==> config.mk <==
export PLATFORM = sky130hd
export DESIGN_NAME = code_line_decoder_flat
export DESIGN_NICKNAME = d
export VERILOG_FILES = /design/src/rtl/code_line_decoder_if.sv /design/src/rtl/code_line_decoder.sv /design/src/flat_wrapper.sv
export SDC_FILE = /design/constraint.sdc
export NUM_CORES = 1
export LEC_CHECK = 0
export BUFFER_PORTS_ARGS = -buffer_cell sky130_fd_sc_hd__clkbuf_2
export CAP_MARGIN = 20
export CORE_ASPECT_RATIO = 1.4
export CORE_MARGIN = 2
export CORE_UTILIZATION = 25
export DETAILED_ROUTE_END_ITERATION = 7
export MAX_ROUTING_LAYER = met4
export SETUP_SLACK_MARGIN = 0.05
export SLEW_MARGIN = 40
export SYNTH_ARGS = -nofsm -noshare
export SYNTH_HDL_FRONTEND = slang
export SYNTH_SLANG_ARGS = --single-unit
==> constraint.sdc <==
create_clock -name clk -period 2.5 [get_ports clk]
set_clock_uncertainty 0.1 [all_clocks]
set_input_delay 0.25 -clock clk [delete_from_list [all_inputs] [get_ports clk]]
set_output_delay 0.25 -clock clk [all_outputs]
set_load 0.01 [all_outputs]
==> src/rtl/code_line_decoder_if.sv <==
// Code-stream handshake: producer offers 2-bit priority codes, decoder returns ready.
interface code_line_decoder_if;
  logic       code_valid;
  logic [1:0] code;
  logic       code_ready;

  modport master (
    output code_valid,
    output code,
    input  code_ready
  );

  modport slave (
    input  code_valid,
    input  code,
    output code_ready
  );
endinterface

==> src/rtl/code_line_decoder.sv <==
// Priority-code line decoder: buffers 2-bit codes in a FIFO and replays each one as a
// one-hot assertion on a/b/c held for HOLD cycles. Code 00 replays as an all-low slot.
module code_line_decoder #(
  parameter int unsigned DEPTH = 4,
  parameter int unsigned HOLD  = 3
) (
  input  logic                     clk,
  input  logic                     rst_n,
  code_line_decoder_if.slave       cif,
  output logic                     a,
  output logic                     b,
  output logic                     c,
  output logic                     active,
  output logic                     busy,
  output logic [$clog2(DEPTH):0]   level
);

  localparam int unsigned AW = $clog2(DEPTH);
  localparam int unsigned LW = AW + 1;
  localparam int unsigned CW = $clog2(HOLD) + 1;

  typedef enum logic [0:0] {StIdle, StHold} state_e;

  state_e          state_q, state_d;
  logic [CW-1:0]   cnt_q, cnt_d;
  logic [AW-1:0]   wptr_q, wptr_d;
  logic [AW-1:0]   rptr_q, rptr_d;
  logic [LW-1:0]   level_q, level_d;
  logic [1:0]      mem_q [DEPTH];
  logic [1:0]      mem_d [DEPTH];
  logic            a_q, a_d;
  logic            b_q, b_d;
  logic            c_q, c_d;

  logic            push;
  logic            pop;
  logic            have_code;
  logic [1:0]      head;

  assign cif.code_ready = (level_q != LW'(DEPTH));
  assign push           = cif.code_valid && cif.code_ready;
  // Pop decisions use the registered level, so a word is never popped on its push edge.
  assign have_code      = (level_q != '0);
  assign head           = mem_q[rptr_q];

  // Next-state: FSM, hold counter, decoded lines and FIFO bookkeeping.
  always_comb begin
    state_d = state_q;
    cnt_d   = cnt_q;
    wptr_d  = wptr_q;
    rptr_d  = rptr_q;
    level_d = level_q;
    mem_d   = mem_q;
    a_d     = a_q;
    b_d     = b_q;
    c_d     = c_q;
    pop     = 1'b0;

    unique case (state_q)
      StIdle: begin
        if (have_code) begin
          pop = 1'b1;
        end
      end
      StHold: begin
        if (cnt_q != '0) begin
          cnt_d = cnt_q - 1'b1;
        end else if (have_code) begin
          pop = 1'b1;
        end else begin
          state_d = StIdle;
          a_d     = 1'b0;
          b_d     = 1'b0;
          c_d     = 1'b0;
        end
      end
      default: begin
        state_d = StIdle;
      end
    endcase

    if (pop) begin
      state_d = StHold;
      cnt_d   = CW'(HOLD - 1);
      rptr_d  = rptr_q + 1'b1;
      a_d     = (head == 2'b11);
      b_d     = (head == 2'b10);
      c_d     = (head == 2'b01);
    end

    if (push) begin
      mem_d[wptr_q] = cif.code;
      wptr_d        = wptr_q + 1'b1;
    end

    unique case ({push, pop})
      2'b10:   level_d = level_q + 1'b1;
      2'b01:   level_d = level_q - 1'b1;
      default: level_d = level_q;
    endcase
  end

  // Control state with asynchronous clear; reset drops all queued and in-flight codes.
  always_ff @(posedge clk or negedge rst_n) begin
    if (!rst_n) begin
      state_q <= StIdle;
      cnt_q   <= '0;
      wptr_q  <= '0;
      rptr_q  <= '0;
      level_q <= '0;
      a_q     <= 1'b0;
      b_q     <= 1'b0;
      c_q     <= 1'b0;
    end else begin
      state_q <= state_d;
      cnt_q   <= cnt_d;
      wptr_q  <= wptr_d;
      rptr_q  <= rptr_d;
      level_q <= level_d;
      a_q     <= a_d;
      b_q     <= b_d;
      c_q     <= c_d;
    end
  end

  // FIFO storage needs no reset; occupancy is tracked by the pointers and level.
  always_ff @(posedge clk) begin
    mem_q <= mem_d;
  end

  assign a      = a_q;
  assign b      = b_q;
  assign c      = c_q;
  assign active = (state_q == StHold);
  assign busy   = active || (level_q != '0);
  assign level  = level_q;

endmodule

==> src/flat_wrapper.sv <==
// flat-port wrapper written by rule: the top's interface ports become plain ports
module code_line_decoder_flat 
#(
  parameter int unsigned DEPTH = 4,
  parameter int unsigned HOLD  = 3
)
  (clk, rst_n, a, b, c, active, busy, level, cif_code_valid, cif_code, cif_code_ready);
  code_line_decoder_if cif_i ();
  input  logic clk;
  input  logic rst_n;
  output logic a;
  output logic b;
  output logic c;
  output logic active;
  output logic busy;
  output logic [$clog2(DEPTH):0] level;
  input wire logic [$bits(cif_i.code_valid)-1:0] cif_code_valid;
  input wire logic [$bits(cif_i.code)-1:0] cif_code;
  output wire logic [$bits(cif_i.code_ready)-1:0] cif_code_ready;
  assign cif_i.code_valid = cif_code_valid;
  assign cif_i.code = cif_code;
  assign cif_code_ready = cif_i.code_ready;
  code_line_decoder #(.DEPTH(DEPTH), .HOLD(HOLD)) u_core (.clk(clk), .rst_n(rst_n), .cif(cif_i), .a(a), .b(b), .c(c), .active(active), .busy(busy), .level(level));
endmodule
==> metrics.txt <==
run status=finished clean; first-pass GRT wire length=3550 um; nets=130; Vias/cell=approximately 4.5; num ports=14; relative slew slack=71.1%; commonest non-fill, non-tap cells in the layout=dfrtp_1, clkbuf_2, inv_1, nand2_1, edfxtp_1; syn_nets=110; beginning of the worst register-to-register path=u_core.cnt_q[0]; Clock Tree Root=clkbuf_8; Starting DRT DRC Count=7; pins over their slew limit=0; post-route ant nets=0; CP Class=reg2reg; Reg2Reg Depth=11; top layer in use=met4; cell row count=28; Wirelength per Cell=11.1 um; largest net degree at the start of global routing=15; worst-path maximum fanout=4; vias in the first global route=817; via count=784; final standard cell area without fillers=1330 sq um; sequential element share of the synthesized area=53.2%; CTS Buffer Depth=2; Final TNS setup=0 ps; antenna violations before repair=0; CP required=about 2600 ps; Power Dens Cells=1200 nW/um^2; critical path startpoint=u_core.cnt_q[0]; layout cell share with drive strength beyond 1=around 22%; Num CTS Buffers=3; final hold vios=0; hold path cells=1; Synth Instances=a little under 100; worst setup path endpoint=u_core.level[2]; # resized after CTS=0; Startpoint Class=flip-flop; CTS HTree Levels=1; synth top area cells=dfrtp_1, edfxtp_1, ha_1; RD Place Congestion=between 0.8 and 0.9; Leakage Power=about 0.00060 uW; max-cap violations=0; final hold slack=118 ps; register bit count reported by yosys=22; gr usage total=9.29%; met1 wire length=826 um; dpl hpwl=1590 um; Remaining DRCs=0; Placed Area=1250 sq um; met3 WL post-DR=82 um; drt first pass iters=3; Initial Util=26.2%; Area Overhead vs Synth=19.4%; post-synth top area cell=dfrtp_1; Final Cycle Share=89.9%; Cell variety after synth=33; peak supply drop=556 uV; Avg Inst Size Synth=11.4 sq um; # setup viols final=0; Die W=60.3 um; CTS Sinks=22; commonest non-fill, non-tap cell in the layout=dfrtp_1; worst slew pin tran=431 ps; R2R Setup Slk=250 ps; WL final=1960 um; reg-to-reg endpoint=u_core.level[2]; Ys Warns=0; share of the synthesized area in the top cell type=31.6%; Reg clk slew, reported paths=80 ps; RSZ-0062 raised after global routing=false; synthesized cell area=1110 sq um; Clock Latency Late Sink=260 ps; min cycle time layout=about 2200 ps; crit path capture type=flip-flop; die area=5000 sq um; CTS tree=built; worst hold path class=in2reg; Ant. Diodes=0; met2 routed WL=964 um; WP data arrival=2340 ps; Port Buf Inserts=13; height of the die=about 83 um; core area=4240 sq um; grt ovf=0; Fmax=0.445 GHz
[sequential cells by signal, indices dropped and copies added (netlist names)]
| register | flops |
|---|---|
| u_core.a | 1 |
| u_core.active | 1 |
| u_core.b | 1 |
| u_core.c | 1 |
| u_core.cnt_q | 3 |
| u_core.level | 3 |
| u_core.mem_q | 8 |
| u_core.rptr_q | 2 |
| u_core.wptr_q | 2 |
[cells in the mapped netlist]
library cell  number
nand2_1            8
nor2_1             3
o311ai_1           2
nor2_2             1
a221o_1            1
o2111ai_1          2
xnor2_1            3
nand3_2            1
ha_1               7
and3b_1            1
and3_1             4
a32o_1             1
xor2_1             3
buf_2              1
edfxtp_1           8
fa_1               1
nor3_2             1
nor2b_1            1
o311ai_0           1
or3_1              1
mux2_4             1
nand3b_1           2
inv_1             12
inv_2              1
nand2b_1           1
nor3b_1            1
o21ai_0            3
a311o_1            2
a21oi_1            1
and2_4             1
dfrtp_1           14
nor3_1             1
nand3_1            6
[metal layers]
metal / vias up / track usage, %
li1: 380 / -
met1: 377 / 11.2
met2: 19 / 14.2
met3: 8 / 2.02
met4: 0 / 4.85
met5: - / -
[area by class of cell]
| cell class | instances | area, sq um |
|---|---|---|
| clock buffer | 4 | 55.1 |
| fill | 446 | 2910 |
| inverter | 13 | 48.8 |
| multi-input combinational | 61 | 465 |
| sequential | 22 | 591 |
| tap | 60 | 75.1 |
| timing repair buffer | 16 | 90.1 |
[repair_timing]
item / 4_1_cts / 5_1_grt
endpoints found under the hold margin: 14 / 0
setup endpoints to repair: 0 / 1
buffers inserted: 0 / 1
hold buffers: 1 / 0
[critical path, stage by stage, from the launching register on]
cell and delay (ps):
dfrtp_1 360, inv_1 80, ha_1 160, ha_1 200, nor2b_1 90, nor2_2 150
ha_1 200, inv_1 60, fa_1 370, xor2_1 150, nor2_1 110, xor2_1 150
[per-stage QoR]
step | power, uW | std cells | setup WS [ps] | util (%)
2_1_floorplan | 1120 | 97 | 345 | -
3_3_place_gp | 1300 | 170 | 296 | 29.5
3_5_place_dp | 1340 | 170 | 207 | 29.5
4_1_cts | 1600 | 175 | 191 | 31.1
5_1_grt | 1740 | 176 | 103 | 31.3
6_report | 1590 | 176 | 253 | 31.3
[worst min-delay path by stage]
stage	from	to	slack [ps]
after floorplan	rst_n	u_core.a	-150
after global placement	rst_n	u_core.wptr_q[1]	70
after detailed placement	rst_n	u_core.level[1]	80
after CTS	cif_code[1]	u_core.mem_q[5]	120
after global routing	cif_code[0]	u_core.mem_q[4]	110
final	cif_code[0]	u_core.mem_q[4]	120
[cell families after synthesis]
group,count (synthesis),share of synthesized area [%]
fa+ha+maj,8,9.70
simple gates,33,16.8
buf+inv,14,4.85
mux,1,1.35
flops,22,53.2
compound gates,13,9.36
xor+xnor,6,4.74
[where the power goes]
group	switching [uW]	total (uW)	internal [uW]
logic	360	678	318
registers	140	657	517
clock network	110	250	140
total	610	1590	975
Note: power is estimated with default switching activity, not from simulation.
